File: src/rtl/alu_pkg.sv
`timescale 1ns/1ps
// Shared types for the iterative ALU: pre-decoded control word, op select, FSM states.
// No logic here; mode constants feed the external decoder that drives signed_mode/carry_en.
// Optional divider hardware is selected by ALU_ITER_DIV_EN in the RTL that imports this.
package alu_pkg;

    typedef enum logic [1:0] {
        CSEL_SUM = 2'd0,
        CSEL_AND = 2'd1,
        CSEL_MUL = 2'd2,
        CSEL_DIV = 2'd3
    } csel_e;

    // Bit order matches the 8-bit ALU: za is bit 0, csel the top two bits.
    typedef struct packed {
        csel_e csel;
        logic  high;
        logic  po;
        logic  io;
        logic  ib;
        logic  zb;
        logic  ia;
        logic  za;
    } alu_ctrl_t;

    typedef enum logic [1:0] {
        ST_IDLE = 2'd0,
        ST_PREP = 2'd1,
        ST_EXEC = 2'd2,
        ST_FIN  = 2'd3
    } alu_state_e;

    localparam logic [7:0] MODE_UNSIGNED      = 8'h40;
    localparam logic [7:0] MODE_SIGNED        = 8'h41;
    localparam logic [7:0] MODE_CARRY         = 8'h42;
    localparam logic [7:0] MODE_SIGNED_CARRY  = 8'h43;
    localparam logic [7:0] MODE_NOCARRY       = 8'h44;

endpackage

File: src/rtl/alu_muldiv_iter.sv
`timescale 1ns/1ps
// Shared shift-add multiplier / restoring divider (divider only with ALU_ITER_DIV_EN).
// Latency: loads on go, then WIDTH iterations; done is high during the final iteration cycle.
// No backpressure: parent holds off until done, results hold until the next go.
module alu_muldiv_iter #(
    parameter int WIDTH = 8
) (
    input  logic             clk,
    input  logic             rst_n,
    input  logic             go,
`ifdef ALU_ITER_DIV_EN
    input  logic             div_sel,
`endif
    input  logic [WIDTH-1:0] opa,
    input  logic [WIDTH-1:0] opb,
    output logic             done,
    output logic [WIDTH-1:0] hi,
    output logic [WIDTH-1:0] lo
);
    localparam int W  = WIDTH;
    localparam int CW = $clog2(WIDTH);
    localparam logic [CW-1:0] LAST = CW'(WIDTH - 1);

    logic          running;
    logic [CW-1:0] cnt;
    logic [W-1:0]  acc;
    logic [W-1:0]  shreg;
    logic [W-1:0]  m;
    logic [W:0]    add_c;
`ifdef ALU_ITER_DIV_EN
    logic          div_q;
    logic [W:0]    rem_sh_c;
    logic [W-1:0]  trial_c;
    logic          ge_c;
`endif

    always_comb begin
        add_c = {1'b0, acc} + (shreg[0] ? {1'b0, m} : {(W+1){1'b0}});
`ifdef ALU_ITER_DIV_EN
        // Shifted partial remainder needs W+1 bits; after a successful subtract it fits in W.
        rem_sh_c = {acc, shreg[W-1]};
        ge_c     = rem_sh_c >= {1'b0, m};
        trial_c  = rem_sh_c[W-1:0] - m;
`endif
    end

    assign done = running && (cnt == LAST);
    assign hi   = acc;
    assign lo   = shreg;

    always_ff @(posedge clk or negedge rst_n) begin
        if (!rst_n) begin
            running <= 1'b0;
            cnt     <= '0;
            acc     <= '0;
            shreg   <= '0;
            m       <= '0;
`ifdef ALU_ITER_DIV_EN
            div_q   <= 1'b0;
`endif
        end else if (go) begin
            running <= 1'b1;
            cnt     <= '0;
            acc     <= '0;
            shreg   <= opa;
            m       <= opb;
`ifdef ALU_ITER_DIV_EN
            div_q   <= div_sel;
`endif
        end else if (running) begin
            cnt <= cnt + 1'b1;
            if (cnt == LAST)
                running <= 1'b0;
`ifdef ALU_ITER_DIV_EN
            if (div_q) begin
                acc   <= ge_c ? trial_c : rem_sh_c[W-1:0];
                shreg <= {shreg[W-2:0], ge_c};
            end else begin
                acc   <= add_c[W:1];
                shreg <= {add_c[0], shreg[W-1:1]};
            end
`else
            acc   <= add_c[W:1];
            shreg <= {add_c[0], shreg[W-1:1]};
`endif
        end
    end

endmodule

File: src/rtl/alu_iter.sv
`timescale 1ns/1ps
// Multi-cycle ALU: SUM/AND/MUL/DIV with flags; divider present only with ALU_ITER_DIV_EN.
// Latency: done after edge 3 (SUM/AND/div-by-zero), edge 2+WIDTH (MUL/DIV).
// No backpressure: start is ignored while busy and is not queued.
module alu_iter
    import alu_pkg::*;
#(
    parameter int WIDTH = 8
) (
    input  logic             clk,
    input  logic             rst_n,
    input  logic             start,
    input  alu_ctrl_t        ctrl,
    input  logic [WIDTH-1:0] a,
    input  logic [WIDTH-1:0] b,
    input  logic             carryin,
    input  logic             carry_en,
    input  logic             signed_mode,
    input  logic             oe,
    output logic             busy,
    output logic             done,
    output logic [WIDTH-1:0] result,
    output logic [WIDTH-1:0] remainder,
    output logic             carryout,
    output logic             overout,
    output logic             zero,
    output logic             neg,
    output logic             div_err
);
    localparam int W = WIDTH;

    alu_state_e   state;
    alu_ctrl_t    ctrl_q;
    logic [W-1:0] a_q, b_q, xa_q, xb_q, result_q;
    logic         sgn_q, cin_q, sa_q, sb_q, iter_q;

    logic [W-1:0] xa_c, xb_c, ma_c, mb_c;
    logic         sa_c, sb_c, muldiv_c, iter_c, md_go;
    logic         md_done;
    logic [W-1:0] md_hi, md_lo;

    logic [W:0]     sum_c;
    logic [2*W-1:0] prod_raw, prod_c;
    logic [W-1:0]   r_c, rem_c;
    logic           cout_c, ov_c, derr_c, no_div_c;

    // Operand conditioning, evaluated while in PREP from the captured fields.
    always_comb begin
        xa_c     = (ctrl_q.za ? '0 : a_q) ^ {W{ctrl_q.ia}};
        xb_c     = (ctrl_q.zb ? '0 : b_q) ^ {W{ctrl_q.ib}};
        muldiv_c = (ctrl_q.csel == CSEL_MUL) || (ctrl_q.csel == CSEL_DIV);
        sa_c     = sgn_q && muldiv_c && xa_c[W-1];
        sb_c     = sgn_q && muldiv_c && xb_c[W-1];
        ma_c     = sa_c ? -xa_c : xa_c;
        mb_c     = sb_c ? -xb_c : xb_c;
`ifdef ALU_ITER_DIV_EN
        iter_c   = (ctrl_q.csel == CSEL_MUL) || ((ctrl_q.csel == CSEL_DIV) && (xb_c != '0));
`else
        iter_c   = (ctrl_q.csel == CSEL_MUL);
`endif
    end

    assign md_go = (state == ST_PREP) && iter_c;

    alu_muldiv_iter #(.WIDTH(W)) u_muldiv (
        .clk     (clk),
        .rst_n   (rst_n),
        .go      (md_go),
`ifdef ALU_ITER_DIV_EN
        .div_sel (ctrl_q.csel == CSEL_DIV),
`endif
        .opa     (ma_c),
        .opb     (mb_c),
        .done    (md_done),
        .hi      (md_hi),
        .lo      (md_lo)
    );

    // Final result and flags, registered on the FIN edge.
    always_comb begin
        sum_c    = {1'b0, xa_q} + {1'b0, xb_q} + (W+1)'(ctrl_q.po) + (W+1)'(cin_q);
        prod_raw = {md_hi, md_lo};
        prod_c   = (sgn_q && (sa_q ^ sb_q)) ? -prod_raw : prod_raw;
        r_c      = '0;
        rem_c    = '0;
        cout_c   = 1'b0;
        ov_c     = 1'b0;
        derr_c   = 1'b0;
        no_div_c = 1'b0;
        case (ctrl_q.csel)
            CSEL_SUM: begin
                r_c    = sum_c[W-1:0];
                cout_c = sum_c[W];
                ov_c   = (~sum_c[W-1] & xa_q[W-1] & xb_q[W-1]) |
                         (sum_c[W-1] & ~xa_q[W-1] & ~xb_q[W-1]);
            end
            CSEL_AND: r_c = xa_q & xb_q;
            CSEL_MUL: begin
                r_c  = ctrl_q.high ? prod_c[2*W-1:W] : prod_c[W-1:0];
                ov_c = sgn_q ? (prod_c[2*W-1:W] != {W{prod_c[W-1]}})
                             : (prod_c[2*W-1:W] != '0);
            end
            default: begin
`ifdef ALU_ITER_DIV_EN
                if (xb_q == '0) begin
                    r_c    = '1;
                    rem_c  = xa_q;
                    derr_c = 1'b1;
                end else begin
                    // Quotient truncates toward zero; remainder follows the dividend.
                    r_c   = (sgn_q && (sa_q ^ sb_q)) ? -md_lo : md_lo;
                    rem_c = (sgn_q && sa_q) ? -md_hi : md_hi;
                    ov_c  = sgn_q && (xa_q == {1'b1, {(W-1){1'b0}}}) && (xb_q == '1);
                end
`else
                derr_c   = 1'b1;
                no_div_c = 1'b1;
`endif
            end
        endcase
        if (!no_div_c)
            r_c = r_c ^ {W{ctrl_q.io}};
    end

    always_ff @(posedge clk or negedge rst_n) begin
        if (!rst_n) begin
            state     <= ST_IDLE;
            ctrl_q    <= '0;
            a_q       <= '0;
            b_q       <= '0;
            xa_q      <= '0;
            xb_q      <= '0;
            sgn_q     <= 1'b0;
            cin_q     <= 1'b0;
            sa_q      <= 1'b0;
            sb_q      <= 1'b0;
            iter_q    <= 1'b0;
            busy      <= 1'b0;
            done      <= 1'b0;
            result_q  <= '0;
            remainder <= '0;
            carryout  <= 1'b0;
            overout   <= 1'b0;
            zero      <= 1'b0;
            neg       <= 1'b0;
            div_err   <= 1'b0;
        end else begin
            done <= 1'b0;
            case (state)
                ST_IDLE: begin
                    if (start) begin
                        a_q    <= a;
                        b_q    <= b;
                        ctrl_q <= ctrl;
                        sgn_q  <= signed_mode;
                        cin_q  <= carry_en & carryin;
                        busy   <= 1'b1;
                        state  <= ST_PREP;
                    end
                end
                ST_PREP: begin
                    xa_q   <= xa_c;
                    xb_q   <= xb_c;
                    sa_q   <= sa_c;
                    sb_q   <= sb_c;
                    iter_q <= iter_c;
                    state  <= ST_EXEC;
                end
                ST_EXEC: begin
                    if (!iter_q || md_done)
                        state <= ST_FIN;
                end
                ST_FIN: begin
                    result_q  <= r_c;
                    remainder <= rem_c;
                    carryout  <= cout_c;
                    overout   <= ov_c;
                    zero      <= (r_c == '0);
                    neg       <= r_c[W-1];
                    div_err   <= derr_c;
                    done      <= 1'b1;
                    busy      <= 1'b0;
                    state     <= ST_IDLE;
                end
                default: state <= ST_IDLE;
            endcase
        end
    end

    assign result = oe ? result_q : '0;

endmodule

File: config.mk
export PLATFORM = sky130hd
export DESIGN_NAME = alu_iter
export DESIGN_NICKNAME = d
export VERILOG_FILES = /design/src/rtl/alu_pkg.sv /design/src/rtl/alu_muldiv_iter.sv /design/src/rtl/alu_iter.sv
export SDC_FILE = /design/constraint.sdc
export NUM_CORES = 1
export LEC_CHECK = 0
export ABC_AREA = 1
export BUFFER_PORTS_ARGS = -buffer_cell sky130_fd_sc_hd__buf_2
export CAP_MARGIN = 40
export CORE_MARGIN = 4
export CORE_UTILIZATION = 43
export DETAILED_ROUTE_END_ITERATION = 6
export SLEW_MARGIN = 20
export SYNTH_ARGS = -nofsm -noshare
export SYNTH_HDL_FRONTEND = slang
export SYNTH_SLANG_ARGS = --single-unit
File: constraint.sdc
create_clock -name clk -period 7.3 [get_ports clk]
set_input_delay 1.46 -clock clk [delete_from_list [all_inputs] [get_ports clk]]
set_output_delay 1.46 -clock clk [all_outputs]
set_load 0.02 [all_outputs]
# Word-level counts from Yosys, hierarchy flattened
# Cells that the tools add are included.
[totals]
regBits = 91
inputBits = 32
output_inout_bits = 23
elab_cells = 111
[op_classes]
add_sub_neg = 8
n_eq_ne = 10
mux = 29
bitwise = 14
reduce_logical = 19
[ops]
columns = ["cell", "count"]
rows = [
  ["8-bit two-way mux", 12],
  ["8-bit one-hot mux with 3 select lines", 1],
  ["8-bit XOR", 3],
  ["9-bit by 1-bit adder with 9-bit output", 2],
  ["16-bit two-way mux", 1],
  ["16-bit negation", 1],
  ["8-bit negation", 2],
  ["8-bit by 8-bit adder with 9-bit output", 1],
  ["8-bit by 9-bit adder with 9-bit output", 1],
  ["8-bit bitwise AND", 1],
  ["2-bit equality test, second input constant", 4],
  ["8-bit logical NOT", 1],
  ["1-bit two-way mux", 8],
  ["8-bit inequality test", 1],
  ["2-bit one-hot mux with 4 select lines", 1],
  ["8-bit nonzero test", 1],
  ["1-bit logical AND", 6],
  ["3-bit two-way mux", 2],
  ["2-bit AND reduction", 3],
  ["1-bit bitwise AND", 5],
  ["2-bit by 1-bit equality test with 1-bit output, second input constant", 2],
  ["2-bit logical NOT", 2],
  ["2-bit two-way mux", 2],
  ["2-bit inequality test, second input constant", 2],
  ["other kinds (10)", 15],
]

# Depth between registers and ports, before layout
[logic_depth]
word_depth = 8
mapped_depth = 18

# Modules after synthesis
# A second synthesis with hierarchy kept.
[hier_totals]
cells_unflattened = 826
hier_area_um2 = 6010.8
[by_module_without_submodules]
columns = ["module", "instances", "cells_each", "area_each_um2", "seq_area_each_um2"]
rows = [
  ["alu_iter", 1, 635, 4424.2, 1551.5],
  ["alu_muldiv_iter", 1, 191, 1586.5, 700.7],
]

# Least setup slack after synthesis
# Ideal clock, no wire load.
[synth_timing]
path_kind = "input port to output port"
startpoint = "input oe"
endpoint = "output result[0]"
t_arrival_ns = 1.878
required_time_ns = 5.840
path_slack_ns = 3.962
path_stages = 3
n_path_buf = 1
path_cell_list = "clkbuf_1 > nand2_1 > inv_1"
[synth_via]
elab_chain_len = 1
[synth_rtl]
columns = ["item", "line", "rtl"]
rows = [
  ["start: declaration", "alu_iter.sv:19", "input logic oe,"],
  ["8-bit two-way mux", "alu_iter.sv:190", "assign result = oe ? result_q : '0;"],
  ["end: declaration", "alu_iter.sv:22", "output logic [WIDTH-1:0] result,"],
]
# Every way passes these cells.

# Final worst setup path
[layout_timing]
startpoint = "input oe"
endpoint = "output result[4]"
# The elaborated chain is that of the path after synthesis.

==> results.txt <==
- Vias per inst: 4.98
- Number of input and output port buffers inserted: 46
- Setup repair after global routing left no endpoint under its margin.
* Share of post-route cells with drive strength above 1: 10.1%
- The number of setup buffers added after CTS is 0.
- The region available for standard cell placement spans 0.0132 sq mm.
* Critical path launch point type: primary input
* PnR Total Power: 3.26 mW
* Largest cells by area after synthesis: sky130_fd_sc_hd__dfrtp_1, sky130_fd_sc_hd__nand2_1, sky130_fd_sc_hd__ha_1
- Max Root-Sink Buffers: 2
* Final setup viols: 0
- Critical path type: primary input to output pin
- The min-delay analysis places its worst path in the category flop to flop.
- Data required time of the critical path: 5.84 ns
- Clock network latency to the later pin of the worst-skew pair: 0.35 ns
- Total Negative Setup Slacks: 0 ns
* Cts-stage hold buffer count: 0
- The floorplan has 42 rows.
- Once placement finished, the instance area stood at 0.00618 sq mm.
- After synthesis, the share of flip-flops with an asynchronous set or reset is 100%.
* Number of placed instances with taps included: 1003
* Clock tree skew after final layout: 0.0101 ns
* Initial cell density of the core: 43.9%
- FF-to-FF Start: ctrl_q[5]$_DFFE_PN0P_
- VDD sags by at most 0.000193 V.
- Based on the critical path, the design can be clocked at up to 0.300 GHz.
- sky130_fd_sc_hd__dfrtp_1 takes more of the synthesized area than any other cell.
* Count of flip-flops with a built-in enable after synthesis: 0
- In this run, the number of DRC markers left after iteration 0 of detailed routing was 284.
- Measured slew at the worst slew-check pin: 0.606 ns
- Data on the critical path arrives at its endpoint at 1.88 ns.
* Status: complete, no violations
- Registers are responsible for 29.1% of the overall power.
- Post-CTS repair changed the size of 0 cells.
- Ranked by instance count, the synthesized netlist is headed by sky130_fd_sc_hd__nand2_1, sky130_fd_sc_hd__dfrtp_1, sky130_fd_sc_hd__inv_1.
- Final WL: 14200 um
- The initial antenna violation count came to 0.
- After synthesis, the netlist uses 43 different library cells.
- Top-level port count: 55
* Detailed-router iteration count before antenna repair: 6
- Detailed placement HPWL: 11100 um
- CTS H-tree depth: 3
- Fin Hold WS: 0.482 ns
- Post-synth top flop: sky130_fd_sc_hd__dfrtp_1
* Fill cells: 1385
- After technology mapping, the gate count stands at 799.
- Routability-driven placement finished with a final weighted congestion of 0.883.
* Overall global routing resource usage: 18.7%
* Number of remaining DRC errors: 0
- Endpoint class of the critical path: output pin
- Of the synthesized area, sequential elements account for 38.8%.
* Cell with the most instances after synthesis: sky130_fd_sc_hd__nand2_1
* Min Tclk post-route: 3.34 ns
- The Yosys step of the flow raised 0 warnings.
- Clk Tree Root Cell: sky130_fd_sc_hd__clkbuf_16
* Switching power: 1.61 mW
- Setup slack on the worst reg-to-reg path comes out at 4.55 ns.
- Summing all non-filler instances in the final layout gives an area of 0.00650 sq mm.
* Post-DRT Antenna Nets: 0
* Layout-stage area growth over the synthesis result: 11.8%
- CTS tree: done
- The number of global-route vias before repair came to 4844.
* Clock slew seen by the registers of the worst setup and hold paths: 0.07 ns
- The internal portion of the total power is 1.65 mW.
* Avg Cell Area, Syn: 7.27 sq um
- Switching Fraction: 49.4%
* Clock network fraction of total power: 15.3%
- The endpoint identified for the worst register-to-register timing path is zero$_DFFE_PN0P_.
* Height of the die: 124 um
- Net count reported at finish: 905
* Global-route congestion overflow total: 0
* TritonCTS buffer count: 9
- Number of synthesized register bits: 90
- The worst pin sits at a relative slew slack of 59.5%.
- WL per Instance: 13.9 um
* Syn Std Cell Area: 0.00581 sq mm
- The floorplan step set the die width to 124 um.
- The final number of hold-violating endpoints was 0.
- The clock net in this run drives a total of 90 sinks.
- The die covers 0.0154 sq mm.
- Maximum number of pins on one net before global-route repair: 40
* Combinational share of power: 55.6%
- For this design the ratio of total power to cell area is 501 mW/mm^2.
- The routed layout has 5075 vias.
- Post-layout instance count excluding filler cells: 1019
* Static Leak: 3.46 nW
* Antenna diode count: 0
- Wire length of the first global-routing pass: 23800 um
- Part of the cycle the worst path needs: 45.7%
* Number of cells traversed by the worst hold path: 2
- The number of max-slew violations in the final report was 0.
- Top fanout value on the critical path: 8
- Depth of the most critical reg-to-reg path: 16
- Max-cap violations in this run came to 0.
- Hold path startpoint: result_q[2]$_DFFE_PN0P_
- Hold EP: result_q[2]$_DFFE_PN0P_
* Area share of the leading cell type in the synthesized netlist: 38.8%
-- state kept, by name, summed over array words and instances (netlist names), 2 cells and up --
register      count
a_q               8
result_q          7
xb_q              8
u_muldiv.hi       8
xa_q              8
u_muldiv.cnt      3
ctrl_q            9
u_muldiv.lo       8
state             2
b_q               8
u_muldiv.m        8
-- worst max-delay path by stage --
| stage | from | to | slack [ns] |
|---|---|---|---|
| detailed placement | oe | result[4] | 3.95 |
| global placement | start | busy$_DFFE_PN0P_ | 3.73 |
| global route | oe | result[5] | 3.91 |
| CTS | oe | result[4] | 3.95 |
| floorplan | oe | result[0] | 3.96 |
| finish | oe | result[4] | 3.96 |
-- layer usage --
layer,GRT usage (%),vias to the layer above,wire [um]
met3,3.04,19,567
met4,6.77,0,257
li1,-,2658,-
met5,0,-,0
met2,30.3,120,6530
met1,25.3,2278,6840
-- logic make-up (layout without fill, tap and decap cells) --
| logic type | Yosys count | in the layout | share of synthesized area (%) |
|---|---|---|---|
| adders and majority gates | 35 | 35 | 7.92 |
| AOI/OAI and AO/OA | 118 | 118 | 11.4 |
| xor gates and xnor gates | 21 | 21 | 3.16 |
| and+or+nand+nor | 423 | 423 | 30.4 |
| buffers and inverters | 111 | 148 | 8.37 |
| other | 1 | 8 | 0.0645 |
| DFF | 90 | 90 | 38.8 |
-- power by group through the flow --
| stage | combinational (mW) | sequential [mW] | clock (mW) |
|---|---|---|---|
| CTS | 1.82 | 0.944 | 0.511 |
| global route | 2.08 | 0.979 | 0.533 |
| floorplan | 1.42 | 0.887 | 0 |
| global placement | 1.76 | 0.942 | 0 |
| finish | 1.81 | 0.947 | 0.499 |
| detailed placement | 1.81 | 0.952 | 0 |
-- area by class of cell --
cell class                      count  area [sq um]  share of cell area [%]
Multi-Input combinational cell    605          3100                    47.7
Sequential cell                    90          2250                    34.6
Inverter                           81           305                    4.70
Timing Repair Buffer               51           303                    4.66
Clock buffer                        9           225                    3.46
Tap cell                          176           220                    3.39
Clock inverter                      7          95.1                    1.46
-- layout by cell type, fill, tap and decap left out, types with 4 or more instances in the layout --
cell type and n:
sky130_fd_sc_hd__nand2_1 283, sky130_fd_sc_hd__dfrtp_1 90, sky130_fd_sc_hd__inv_1 74, sky130_fd_sc_hd__nand3_1 67
sky130_fd_sc_hd__o21ai_0 64, sky130_fd_sc_hd__buf_2 45, sky130_fd_sc_hd__nor2_1 44, sky130_fd_sc_hd__ha_1 32
sky130_fd_sc_hd__a21oi_1 24, sky130_fd_sc_hd__xor2_1 18, sky130_fd_sc_hd__nand4_1 11, sky130_fd_sc_hd__clkbuf_16 9
sky130_fd_sc_hd__conb_1 8, sky130_fd_sc_hd__o22ai_1 7, sky130_fd_sc_hd__buf_4 4
-- stage by stage --
stage | utilization, % | setup slack [ns]
2_1_floorplan | - | 3.96
4_1_cts | 49.1 | 3.95
3_3_place_gp | 46.3 | 3.73
5_1_grt | 49.1 | 3.91
6_report | 49.1 | 3.96
3_5_place_dp | 46.7 | 3.95
-- worst max-delay path, cell delays in order --
cell	delay (ns)
sky130_fd_sc_hd__buf_2	0.15
sky130_fd_sc_hd__nand2_1	0.06
sky130_fd_sc_hd__inv_1	0.05
sky130_fd_sc_hd__buf_2	0.15
(Power assumes the default switching activity.)
